===== config.mk =====
export PLATFORM = sky130hd
export DESIGN_NAME = sub_bytes
export DESIGN_NICKNAME = d
export VERILOG_FILES = /design/src/rtl/aes_pkg.sv /design/src/rtl/gf16_inv.sv /design/src/rtl/sub_bytes.sv
export SDC_FILE = /design/constraint.sdc
export NUM_CORES = 1
export LEC_CHECK = 0
export BUFFER_PORTS_ARGS = -buffer_cell sky130_fd_sc_hd__buf_2
export CAP_MARGIN = 20
export CORE_ASPECT_RATIO = 0.6
export CORE_MARGIN = 2
export CORE_UTILIZATION = 55
export CTS_BUF_LIST = sky130_fd_sc_hd__clkbuf_16
export CTS_CLUSTER_DIAMETER = 100
export DETAILED_ROUTE_END_ITERATION = 16
export GPL_ROUTABILITY_DRIVEN = 0
export PLACE_DENSITY = 0.83
export SLEW_MARGIN = 30
export SYNTH_ARGS = -nofsm -noshare
export SYNTH_HDL_FRONTEND = slang
export SYNTH_SLANG_ARGS = --single-unit

===== constraint.sdc =====
create_clock -name clk -period 0.8 [get_ports clk]
set_input_delay 0.2 -clock clk [delete_from_list [all_inputs] [get_ports clk]]
set_output_delay 0.2 -clock clk [all_outputs]
set_load 0.01 [all_outputs]

===== src/rtl/aes_pkg.sv =====
// -----------------------------------------------------------------------------
// aes_pkg
// Shared AES arithmetic package.
//   * byte_t                     : one AES state byte
//   * AES_POLY, SBOX_AFFINE_C    : field polynomial and S-box affine constant
//   * GF16_POLY, GF16_LAMBDA     : GF(2^4) = GF(2)[x]/(x^4+x+1) and the
//                                  quadratic X^2 + X + lambda that extends it
//                                  to GF((2^4)^2)
//   * ISO_MAP, INV_AFFINE_MAP    : 8x8 bit matrices, stored column-wise
//                                  (column j in bits [8j+7:8j])
//   * gf16_mul / gf16_sq / gf16_mul_lambda, mat_mul : datapath helpers
// Composite element layout: bits [7:4] = high coefficient h, bits [3:0] = low
// coefficient l, value = h*X + l.
// -----------------------------------------------------------------------------
package aes_pkg;

    typedef logic [7:0] byte_t;

    localparam logic [8:0] AES_POLY      = 9'h11B;
    localparam byte_t      SBOX_AFFINE_C = 8'h63;
    localparam logic [4:0] GF16_POLY     = 5'b10011;
    // Trace of 4'hC is 1, so X^2 + X + lambda is irreducible over GF(2^4).
    localparam logic [3:0] GF16_LAMBDA   = 4'hC;

    function automatic logic [3:0] gf16_mul(input logic [3:0] a, input logic [3:0] b);
        logic [6:0] p;
        p = '0;
        for (int i = 0; i < 4; i++)
            if (b[i]) p = p ^ (7'({3'b000, a}) << i);
        for (int k = 6; k >= 4; k--)
            if (p[k]) p = p ^ (7'(GF16_POLY) << (k - 4));
        return p[3:0];
    endfunction

    // Squaring is linear over GF(2): x^4 = x+1, x^6 = x^3+x^2.
    function automatic logic [3:0] gf16_sq(input logic [3:0] a);
        return {a[3], a[3] ^ a[1], a[2], a[2] ^ a[0]};
    endfunction

    function automatic logic [3:0] gf16_mul_lambda(input logic [3:0] a);
        return gf16_mul(a, GF16_LAMBDA);
    endfunction

    // Constant 8x8 bit-matrix times vector; folds to an XOR tree.
    function automatic byte_t mat_mul(input logic [63:0] cols, input byte_t v);
        byte_t r;
        r = '0;
        for (int j = 0; j < 8; j++)
            if (v[j]) r = r ^ cols[8*j +: 8];
        return r;
    endfunction

    // ---- Elaboration-time helpers used only to derive the matrices ----------

    // Multiply in GF((2^4)^2) with X^2 = X + lambda.
    function automatic byte_t gf256c_mul(input byte_t a, input byte_t b);
        logic [3:0] hh;
        hh = gf16_mul(a[7:4], b[7:4]);
        return {hh ^ gf16_mul(a[7:4], b[3:0]) ^ gf16_mul(a[3:0], b[7:4]),
                gf16_mul_lambda(hh) ^ gf16_mul(a[3:0], b[3:0])};
    endfunction

    // Linear part of the S-box affine transform: b ^ rotl1 ^ rotl2 ^ rotl3 ^ rotl4.
    function automatic byte_t affine_lin(input byte_t b);
        return b ^ {b[6:0], b[7]} ^ {b[5:0], b[7:6]} ^ {b[4:0], b[7:5]} ^ {b[3:0], b[7:4]};
    endfunction

    // A composite-field root r of the AES polynomial; x^i maps to r^i.
    function automatic byte_t find_root();
        byte_t root, p, acc, cand;
        logic  found;
        root  = 8'h00;
        found = 1'b0;
        for (int c = 2; c < 256 && !found; c++) begin
            cand = 8'(c);
            acc  = 8'h00;
            p    = 8'h01;
            for (int k = 0; k < 9; k++) begin
                if (AES_POLY[k]) acc = acc ^ p;
                p = gf256c_mul(p, cand);
            end
            if (acc == 8'h00) begin
                root  = cand;
                found = 1'b1;
            end
        end
        return root;
    endfunction

    function automatic logic [63:0] derive_iso(input byte_t root);
        logic [63:0] cols;
        byte_t       p;
        cols = '0;
        p    = 8'h01;
        for (int i = 0; i < 8; i++) begin
            cols[8*i +: 8] = p;
            p = gf256c_mul(p, root);
        end
        return cols;
    endfunction

    // Column j is affine_lin(preimage of composite basis vector j).
    function automatic logic [63:0] derive_inv_affine(input logic [63:0] iso);
        logic [63:0] cols;
        cols = '0;
        for (int j = 0; j < 8; j++)
            for (int a = 0; a < 256; a++)
                if (mat_mul(iso, 8'(a)) == (8'h01 << j))
                    cols[8*j +: 8] = affine_lin(8'(a));
        return cols;
    endfunction

    // Matrices are derived from the field definitions so they cannot drift
    // out of step with AES_POLY / GF16_POLY / GF16_LAMBDA.
    localparam logic [63:0] ISO_MAP        = derive_iso(find_root());
    localparam logic [63:0] INV_AFFINE_MAP = derive_inv_affine(ISO_MAP);

endpackage


===== src/rtl/gf16_inv.sv =====
// -----------------------------------------------------------------------------
// gf16_inv
// Combinational multiplicative inverse in GF(2^4) mod x^4+x+1; 0 maps to 0.
// Ports:
//   a     in  4  operand
//   a_inv out 4  a^-1 (a^14 = a^2 * a^4 * a^8)
// -----------------------------------------------------------------------------
module gf16_inv
    import aes_pkg::*;
(
    input  logic [3:0] a,
    output logic [3:0] a_inv
);

    logic [3:0] a2, a4, a8;

    assign a2    = gf16_sq(a);
    assign a4    = gf16_sq(a2);
    assign a8    = gf16_sq(a4);
    assign a_inv = gf16_mul(gf16_mul(a2, a4), a8);

endmodule


===== src/rtl/sub_bytes.sv =====
// -----------------------------------------------------------------------------
// sub_bytes
// AES forward S-box for one byte, built in GF((2^4)^2), registered output.
// Ports:
//   clk    in  1  rising-edge clock
//   rst    in  1  asynchronous active-high reset, clears all registers to 0
//   state  in  8  byte to substitute
//   Sstate out 8  S(state), latency 1 (2 with SBOX_PIPE_EN)
// Build option:
//   SBOX_PIPE_EN : adds a register after the GF(2^4) inversion stage.
// -----------------------------------------------------------------------------
module sub_bytes
    import aes_pkg::*;
(
    input  logic       clk,
    input  logic       rst,
    input  logic [7:0] state,
    output logic [7:0] Sstate
);

    byte_t      iso;
    logic [3:0] ah, al, norm, norm_inv;
    logic [3:0] ah_s, ahal_s, ninv_s;
    byte_t      inv_byte, sbox_comb, sstate_next, sstate_reg;

    // Into the composite field.
    assign iso = mat_mul(ISO_MAP, state);
    assign ah  = iso[7:4];
    assign al  = iso[3:0];

    // Norm of (ah*X + al): ah^2*lambda + ah*al + al^2.
    assign norm = gf16_mul_lambda(gf16_sq(ah)) ^ gf16_mul(ah, al) ^ gf16_sq(al);

    gf16_inv u_norm_inv (
        .a     (norm),
        .a_inv (norm_inv)
    );

`ifdef SBOX_PIPE_EN
    logic [3:0] ah_reg, ahal_reg, ninv_reg;
    logic       valid_reg;

    // valid_reg keeps the cleared stage from emitting S(0)=0x63 right after
    // reset; the first post-reset output is 0.
    always_ff @(posedge clk or posedge rst) begin
        if (rst) begin
            ah_reg    <= '0;
            ahal_reg  <= '0;
            ninv_reg  <= '0;
            valid_reg <= 1'b0;
        end else begin
            ah_reg    <= ah;
            ahal_reg  <= ah ^ al;
            ninv_reg  <= norm_inv;
            valid_reg <= 1'b1;
        end
    end

    assign ah_s   = ah_reg;
    assign ahal_s = ahal_reg;
    assign ninv_s = ninv_reg;
`else
    assign ah_s   = ah;
    assign ahal_s = ah ^ al;
    assign ninv_s = norm_inv;
`endif

    // Inverse = (ah*X + (ah^al)) / norm.
    assign inv_byte = {gf16_mul(ah_s, ninv_s), gf16_mul(ahal_s, ninv_s)};

    // Back to the AES basis merged with the affine transform.
    assign sbox_comb = mat_mul(INV_AFFINE_MAP, inv_byte) ^ SBOX_AFFINE_C;

`ifdef SBOX_PIPE_EN
    assign sstate_next = valid_reg ? sbox_comb : 8'h00;
`else
    assign sstate_next = sbox_comb;
`endif

    always_ff @(posedge clk or posedge rst) begin
        if (rst) sstate_reg <= 8'h00;
        else     sstate_reg <= sstate_next;
    end

    assign Sstate = sstate_reg;

endmodule


==> results of run 1 <==
-- cells by family after synthesis --
kind of cell               after synthesis  share of synthesized area (%)
and+or+nand+nor                        120                           19.5
DFF                                      8                           6.75
adders and majority gates                5                           1.86
muxes                                    7                           2.36
AOI/OAI and AO/OA                      120                           27.9
buffers and inverters                   38                           7.09
xor gates and xnor gates                73                           34.5
-- through the flow --
stage	hold slack, ps	utilization (%)
2_1_floorplan	15.7	-
3_3_place_gp	148	78.1
3_5_place_dp	160	78.1
4_1_cts	489	91.1
-- timing repair --
action | CTS
pin swaps | 22
hold endpoints to repair | 8
endpoints found under the setup margin | 16
cloned | 3
hold buffers | 1
resized for setup | 63
setup buffers | 25
-- cells in the mapped netlist (4+ instances only) --
| cell | instances |
|---|---|
| o21ai_1 | 12 |
| o21ai_0 | 17 |
| xor2_1 | 15 |
| nor3_1 | 12 |
| dfrtp_1 | 8 |
| a31oi_1 | 4 |
| clkbuf_1 | 8 |
| nand3_1 | 11 |
| nor3b_1 | 4 |
| buf_6 | 5 |
| o22ai_1 | 8 |
| mux2i_1 | 7 |
| xnor3_1 | 9 |
| or3_1 | 5 |
| buf_2 | 18 |
| nand2b_1 | 4 |
| nand2_1 | 35 |
| xnor2_4 | 4 |
| xnor2_2 | 7 |
| a22oi_1 | 6 |
| nor2b_1 | 5 |
| o221ai_1 | 5 |
| xnor2_1 | 28 |
| o211ai_1 | 7 |
| a21oi_1 | 28 |
| nor2_1 | 30 |
==> results.toml, run 1 <==
[yosys]
syn_area_um2 = 2970
synth_top_area_share_pct = 8.27
netlist_top_cells_area = "xnor2_1, xnor3_1, dfrtp_1, a21oi_1, nand2_1"
synth_warnings = 0
syn-mean-instance-area_um2 = 8.00
netlist_instances = 371
ys_seq_area_share_pct = 6.75
yosys.area.top_type = "xnor2_1"
synth_cell_types = 71
ys_ff_latch = 8
synth-edff-count = 0
synthFlopType = "dfrtp_1"
synth_fp_nets = 383
async_reset_ff_share_pct = 100

[placement]
portBuffers = 17
placed_cell_area_um2 = 4010
hpwlAfterDp_mm = 8.58
placed_cells = 541
place_ws_ps = -3320

[die]
initial_utilization_pct = 57.8
rows = 20
dieHeight_um = 60.9
die_w_um = 98.8
io-pin-count = 18

[status]
stop_stage = "global routing"
status = "aborted with a tool error"
error = "[ERROR DPL-0038] Utilization greater than 100%, impossible to legalize"

[clocking]
clock_sinks = 8
numCtsBuffers = 3
h-tree-depth = 1
root_buffer = "clkbuf_16"
clockBufferDepth = 2

[sta]
worst_path_end_type = "register input"
crit_endpoint = "Sstate[0]$_DFF_PP0_/D"

[global_routing]
grt_max_degree = 18
==> run 2, diff against run 1 <==
CORE_ASPECT_RATIO = unset   (was 0.6)
CORE_UTILIZATION = 40   (was 55)
CTS_BUF_LIST = unset   (was sky130_fd_sc_hd__clkbuf_16)
CTS_CLUSTER_DIAMETER = unset   (was 100)
PLACE_DENSITY = unset   (was 0.83)
PLACE_DENSITY_LB_ADDON = 0.15   (was unset)
==> results.toml, run 2 <==
[sta]
slew_headroom_pct = 49.5
report.final.slew_viol_count = 0
finalSetupViolCount = 16
worst_slew_pin_slew_ps = 753
max_freq_mhz = 266
rsz0062_at_grt = "true"
hold_viol_final = 0
fin_ws_ps = -2960
fin_crit_ps = 3760
post-route-period-util_pct = 470

[yosys]
synth_cell_types = 71
synthFlopType = "dfrtp_1"
synth_fp_nets = 383
ys_seq_area_share_pct = 6.75
syn-mean-instance-area_um2 = 8.00
ys_ff_latch = 8
synth_top_area_share_pct = 8.27
synth_warnings = 0
synth-edff-count = 0
synth_common_cells = "nand2_1, nor2_1, a21oi_1, xnor2_1, buf_2"
yosys.area.top_type = "xnor2_1"
syn_area_um2 = 2970
netlist_top_cells_area = "xnor2_1, xnor3_1, dfrtp_1, a21oi_1, nand2_1"
yosysMostFrequentCell = "nand2_1"
async_reset_ff_share_pct = 100
netlist_instances = 371

[layout]
antenna_cells = 0
layout_common_cells = "buf_4, buf_6, nand2_1, a21oi_1, nor2_1"
nNetsFinal = 565
largest_register_ff_count = 8
final_layout_size_suffix_gt1_share_pct = 60.6
instances_no_fill = 650
fillers = 453
final_common_cell = "buf_4"
area_growth_syn_to_layout_pct = 85.9

[die]
die_w_um = 90.1
rows = 31
initial_utilization_pct = 41.1
io-pin-count = 18
core-area_um2 = 7210
dieArea_um2 = 8120
dieHeight_um = 90.1

[detailed_routing]
drt_wl_total_mm = 12.6
drc_errors = 0
ant_nets = 0
dr.pass1.iters = 6
wl_per_cell_um = 19.4
viasPerCell = 5.96
drtIter0Drc = 498
vias = 3874

[clocking]
h-tree-depth = 1
numCtsBuffers = 3
clockBufferDepth = 2
root_buffer = "clkbuf_8"
path_clk_slew_ps = 40
tritoncts = "yes"
clock_sinks = 8

[critical_path]
cp-end-kind = "register"
path_class = "input pin to register"
startpoint_type = "input pin"
arrival_ps = 3850
cp_max_fo = 6
crit_required_ps = 900

[worst_hold_path]
worst_hold_path_type = "input pin to async pin"

[placement]
placed_cells = 579
portBuffers = 17
hpwlAfterDp_mm = 7.47

[global_routing]
antenna_found_initial = 0
grt_remaining_overflow = 0
grt_pass1_vias = 3601
grt_pass1_wl_mm = 18.8
track_usage_pct = 28.4
grt_max_degree = 19

[status]
violations = "negative setup slack"
status = "complete, but fails checks"

[run]
maxCapViolCount = 0
## run 2: final cells by class
cell class	instances	area, µm²	area share, %
Tap cell	99	124	2.25
Inverter	4	22.5	0.408
Clock buffer	3	41.3	0.749
Timing Repair Buffer	210	1950	35.4
Multi-Input combinational cell	326	3180	57.6
Sequential cell	8	200	3.63
## run 2: timing repair
| item | CTS | global route |
|---|---|---|
| hold endpoints to repair | 8 | 0 |
| setup endpoints to repair | 16 | 16 |
| resized for setup | 118 | 45 |
| pin swaps | 47 | 41 |
| hold buffers | 1 | 0 |
| cloned | 5 | 0 |
| buffers inserted | 45 | 22 |
## run 2: worst paths after layout
kind / start / endpoint / slack, ps / depth (start not counted)
min in group clk: Sstate[7] / Sstate[7] / 840 / 1
max in group asynchronous: rst / Sstate[2] / 110 / 3
hold / removal: rst / Sstate[0] / 460 / 3
setup / recovery: state[3] / Sstate[0] / -2960 / 19
## run 2: per-stage QoR
step / worst slack [ps] / instance area [µm²] / TNS [ps] / hold WS [ps] / util [%]
2_1_floorplan: -2950 / 3120 / -22350 / 15.7 / -
3_3_place_gp: -3300 / 4120 / -25280 / 146 / 57.1
3_5_place_dp: -3410 / 4120 / -25790 / 156 / 57.1
4_1_cts: -2850 / 5180 / -22750 / 465 / 71.9
5_1_grt: -3050 / 5520 / -24610 / 482 / 76.4
6_report: -2960 / 5520 / -23620 / 459 / 76.4
## run 2: kinds of logic after synthesis
group	count (synthesis)	share of synthesized area, %
adders and majority gates	5	1.86
xor gates and xnor gates	73	34.5
and+or+nand+nor	120	19.5
DFF	8	6.75
buffers and inverters	38	7.09
muxes	7	2.36
AOI/OAI and AO/OA	120	27.9
## run 2: layer usage
metal	wire (µm)	up-vias	global-route usage, %	share of wire [%]
met1	5240	1831	40.7	42
met2	5800	241	46.1	46
li1	-	1740	-	-
met3	1100	62	3.10	8.7
met5	0	-	0	0
met4	469	0	6.41	3.7
## run 2: critical path: stages
cell and delay [ps]:
buf_12 110, xnor2_4 190, xnor2_2 140, ha_2 250
xor2_2 210, xnor2_2 110, xnor2_2 160, xnor2_2 150
buf_4 160, xnor2_4 280, buf_4 200, nand2_1 170
o22ai_2 260, a211oi_4 60, xnor2_2 280, buf_4 180
xor2_2 160, xnor3_2 370, xnor3_1 200
Power of run 2 is not shown: default switching activity piles up to over one toggle a cycle in this logic, so the estimate is an artifact.
==> run 3, diff against run 2 <==
==> constraint.sdc (replaced) <==
create_clock -name clk -period 0.8 [get_ports clk]
set_input_delay 0.16 -clock clk [delete_from_list [all_inputs] [get_ports clk]]
set_output_delay 0.16 -clock clk [all_outputs]
set_load 0.01 [all_outputs]
==> results.toml, run 3 (synthesis results as in run 2) <==
[die]
rows = 31
io-pin-count = 18
die_w_um = 90.1
core-area_um2 = 7210
dieArea_um2 = 8120
initial_utilization_pct = 41.1
dieHeight_um = 90.1

[run]
maxCapViolCount = 0

[placement]
place_ws_ps = -3380
portBuffers = 17
placed_cell_area_um2 = 4120
hpwlAfterDp_mm = 7.45
placed_cells = 579

[global_routing]
grt_pass1_vias = 3369
track_usage_pct = 24.6
grt_max_degree = 24
antenna_found_initial = 0
grt_pass1_wl_mm = 16.6
grt_remaining_overflow = 0

[layout]
area_growth_syn_to_layout_pct = 70.3
instances_no_fill = 631
multi_input_area_um2 = 2980
nNetsFinal = 546
final_layout_size_suffix_gt1_share_pct = 54.1
antenna_cells = 0
largest_register_ff_count = 8
fillers = 537
final_common_cell = "buf_4"
ff_latch_area_um2 = 200
stdcell_area_um2 = 5050
layout_common_cells = "buf_4, nand2_1, buf_6, a21oi_1, nor2_1"

[critical_path]
crit_required_ps = 890
startpoint_type = "input pin"
arrival_ps = 3760
cp-end-kind = "register"
cp_max_fo = 13
path_class = "input pin to register"

[detailed_routing]
drtIter0Drc = 428
vias = 3608
drc_errors = 0
wl_per_cell_um = 17.2
drt_wl_total_mm = 10.8
dr.pass1.iters = 6
viasPerCell = 5.72
ant_nets = 0

[sta]
finalSetupViolCount = 16
post-route-period-util_pct = 459
rsz0062_at_grt = "true"
fin_crit_ps = 3670
worst_slew_pin_slew_ps = 844
fin_ws_ps = -2870
hold_viol_final = 0
slew_headroom_pct = 43.3
report.final.slew_viol_count = 0
max_freq_mhz = 273

[clocking]
clock_sinks = 8
tritoncts = "yes"
path_clk_slew_ps = 40
h-tree-depth = 1
numCtsBuffers = 3
clockBufferDepth = 2
root_buffer = "clkbuf_8"

[worst_hold_path]
worst_hold_path_type = "input pin to async pin"

[status]
status = "complete, but fails checks"
violations = "negative setup slack"
## run 3: per-stage QoR
step                      setup TNS (ps)  hold WS (ps)  util, %
after floorplan                   -22030         -24.3        -
after global placement            -24970           106     57.1
after detailed placement          -25420           119     57.1
after CTS                         -21930           425     66.1
after global routing              -23900           481     70.0
final                             -22590           426     70.0
## run 3: cell type report
type                       count  share of cell area (%)
multi-input combinational    325                    59.0
inverter                       4                   0.297
tap                           99                    2.45
timing repair buffer         192                    33.5
sequential                     8                    3.96
clock buffer                   3                   0.817
## run 3: worst max path at each step
| stage | startpoint | endpoint | cells past startpoint |
|---|---|---|---|
| 6_report | state[6] | Sstate[1] | 18 |
| 5_1_grt | state[3] | Sstate[1] | 18 |
| 4_1_cts | state[3] | Sstate[1] | 15 |
| 3_5_place_dp | state[5] | Sstate[5] | 19 |
| 3_3_place_gp | state[5] | Sstate[5] | 19 |
| 2_1_floorplan | state[5] | Sstate[0] | 18 |
## run 3: what timing repair did
item,in CTS,in global routing
endpoints found under the hold margin,8,0
endpoints found under the setup margin,16,16
pin swaps,52,26
resized for setup,78,29
hold buffers,1,0
cloned,1,1
setup buffers,32,14
## run 3: critical path, cell delays in order
cell,delay (ps)
buf_4,150
buf_12,140
buf_4,130
xnor2_2,130
inv_1,80
ha_2,190
xnor2_2,140
xor3_1,470
buf_12,160
buf_4,170
nor2_1,90
nor3_1,60
a311oi_2,350
a211oi_4,90
xnor2_2,270
xnor3_2,540
xnor2_2,200
xnor3_1,230
## run 3: metal layers
metal | vias up | share of wire, % | GRT usage (%)
li1 | 1684 | - | -
met1 | 1661 | 45 | 36.2
met2 | 223 | 45 | 38.7
met3 | 40 | 7.9 | 1.84
met4 | 0 | 2.8 | 6.67
met5 | - | 0 | 0
Power of run 3 is left out for the same reason.
==> run 4, diff against run 3 <==
BUFFER_PORTS_ARGS = unset   (was -buffer_cell sky130_fd_sc_hd__buf_2)
DONT_BUFFER_PORTS = 1   (was unset)
==> results.toml, run 4 (synthesis results as in run 2) <==
[layout]
final_common_cell = "buf_4"
area_growth_syn_to_layout_pct = 44.0
nNetsFinal = 484
antenna_cells = 0
final_util_pct = 59.2
final_layout_size_suffix_gt1_share_pct = 42.8
layout_common_cells = "buf_4, nand2_1, nor2_1, a21oi_1, xnor2_1"
largest_register_ff_count = 8

[die]
die_w_um = 90.1
dieHeight_um = 90.1
io-pin-count = 18
initial_utilization_pct = 41.1
rows = 31
core-area_um2 = 7210
dieArea_um2 = 8120

[critical_path]
arrival_ps = 3590
crit_required_ps = 900
startpoint_type = "input pin"
path_class = "input pin to register"
cp-end-kind = "register"
cp_max_fo = 17

[worst_hold_path]
worst_hold_path_type = "input pin to async pin"

[clocking]
clockBufferDepth = 2
root_buffer = "clkbuf_8"
path_clk_slew_ps = 40
numCtsBuffers = 3
tritoncts = "yes"
h-tree-depth = 1
clock_sinks = 8

[placement]
portBuffers = 0
hpwlAfterDp_mm = 7.45

[detailed_routing]
drt-met1-wl_mm = 4.48
dr.pass1.iters = 6
drc_errors = 0
wl_met3_um = 434
vias = 3222
ant_nets = 0
drt_wl_total_mm = 9.80
viasPerCell = 5.66
drtIter0Drc = 428
wl_per_cell_um = 17.2
dr_wl_met2_mm = 4.77
topRoutingLayerUsed = "met4"

[sta]
rsz0062_at_grt = "true"
post-route-period-util_pct = 437
holdWs_ps = 307
worst_slew_pin_slew_ps = 807
fin_crit_ps = 3500
slew_headroom_pct = 45.9
finalSetupViolCount = 8
hold_viol_final = 0
fin_ws_ps = -2700
max_freq_mhz = 286
report.final.slew_viol_count = 0

[status]
violations = "negative setup slack"
status = "complete, but fails checks"

[global_routing]
track_usage_pct = 23.9
grt_remaining_overflow = 0
grt_max_degree = 23
grt_pass1_wl_mm = 16.1
antenna_found_initial = 0
grt_pass1_vias = 3086

[run]
maxCapViolCount = 0
run 4: cell types whose count changed in the layout (fill, tap and decap cells not counted), sizes merged:
cell    before  now
buf        190  128
clkbuf       4    3
xnor2       39   40
run 4: area by class of cell:
class / instances / area, µm²
fillers: 666 / 2940
multi-input cells: 326 / 2840
repair buffers: 129 / 1050
flip-flops and latches: 8 / 200
well taps: 99 / 124
clock buffers: 3 / 41.3
inverters: 4 / 15.0
run 4: what timing repair did:
item                                    in CTS  in global routing
hold buffers                                 1                  0
endpoints found under the hold margin        8                  0
endpoints found under the setup margin       8                  8
gates cloned                                 1                  0
setup buffers                               10                  2
pin swaps                                   13                  7
resized for setup                           18                 13
run 4: stage by stage:
| stage | setup TNS, ps | instances | area, µm² | worst slack (ps) |
|---|---|---|---|---|
| after floorplan | -22030 | 371 | 3120 | -2910 |
| after global placement | -22720 | 552 | 3940 | -2940 |
| after detailed placement | -23150 | 552 | 3940 | -3010 |
| after CTS | -20540 | 567 | 4170 | -2700 |
| after global routing | -22110 | 569 | 4270 | -2850 |
| final | -20840 | 569 | 4270 | -2700 |
run 4: how the worst max path moves through the flow:
stage	start	end	depth (start not counted)
after CTS	state[5]	Sstate[1]	16
final	state[5]	Sstate[0]	15
after global placement	state[5]	Sstate[0]	16
after global routing	state[5]	Sstate[0]	17
after detailed placement	state[5]	Sstate[0]	15
after floorplan	state[5]	Sstate[0]	18
run 4: routing by layer:
layer	global-route usage (%)	vias up
li1	-	1562
met1	33.8	1533
met2	41.0	111
met3	0.922	16
met4	4.23	0
met5	0	-
run 4: critical path, stage by stage:
cell and delay (ps):
xor2_2 230, xnor2_2 160, inv_1 80, ha_1 210, xnor2_2 200, xor3_1 430
buf_4 200, buf_4 150, nor2_1 330, o211ai_1 130, a21oi_1 230, o221ai_2 140
xnor2_2 230, xnor3_2 490, xnor3_1 210
Power of run 4 is left out for the same reason.
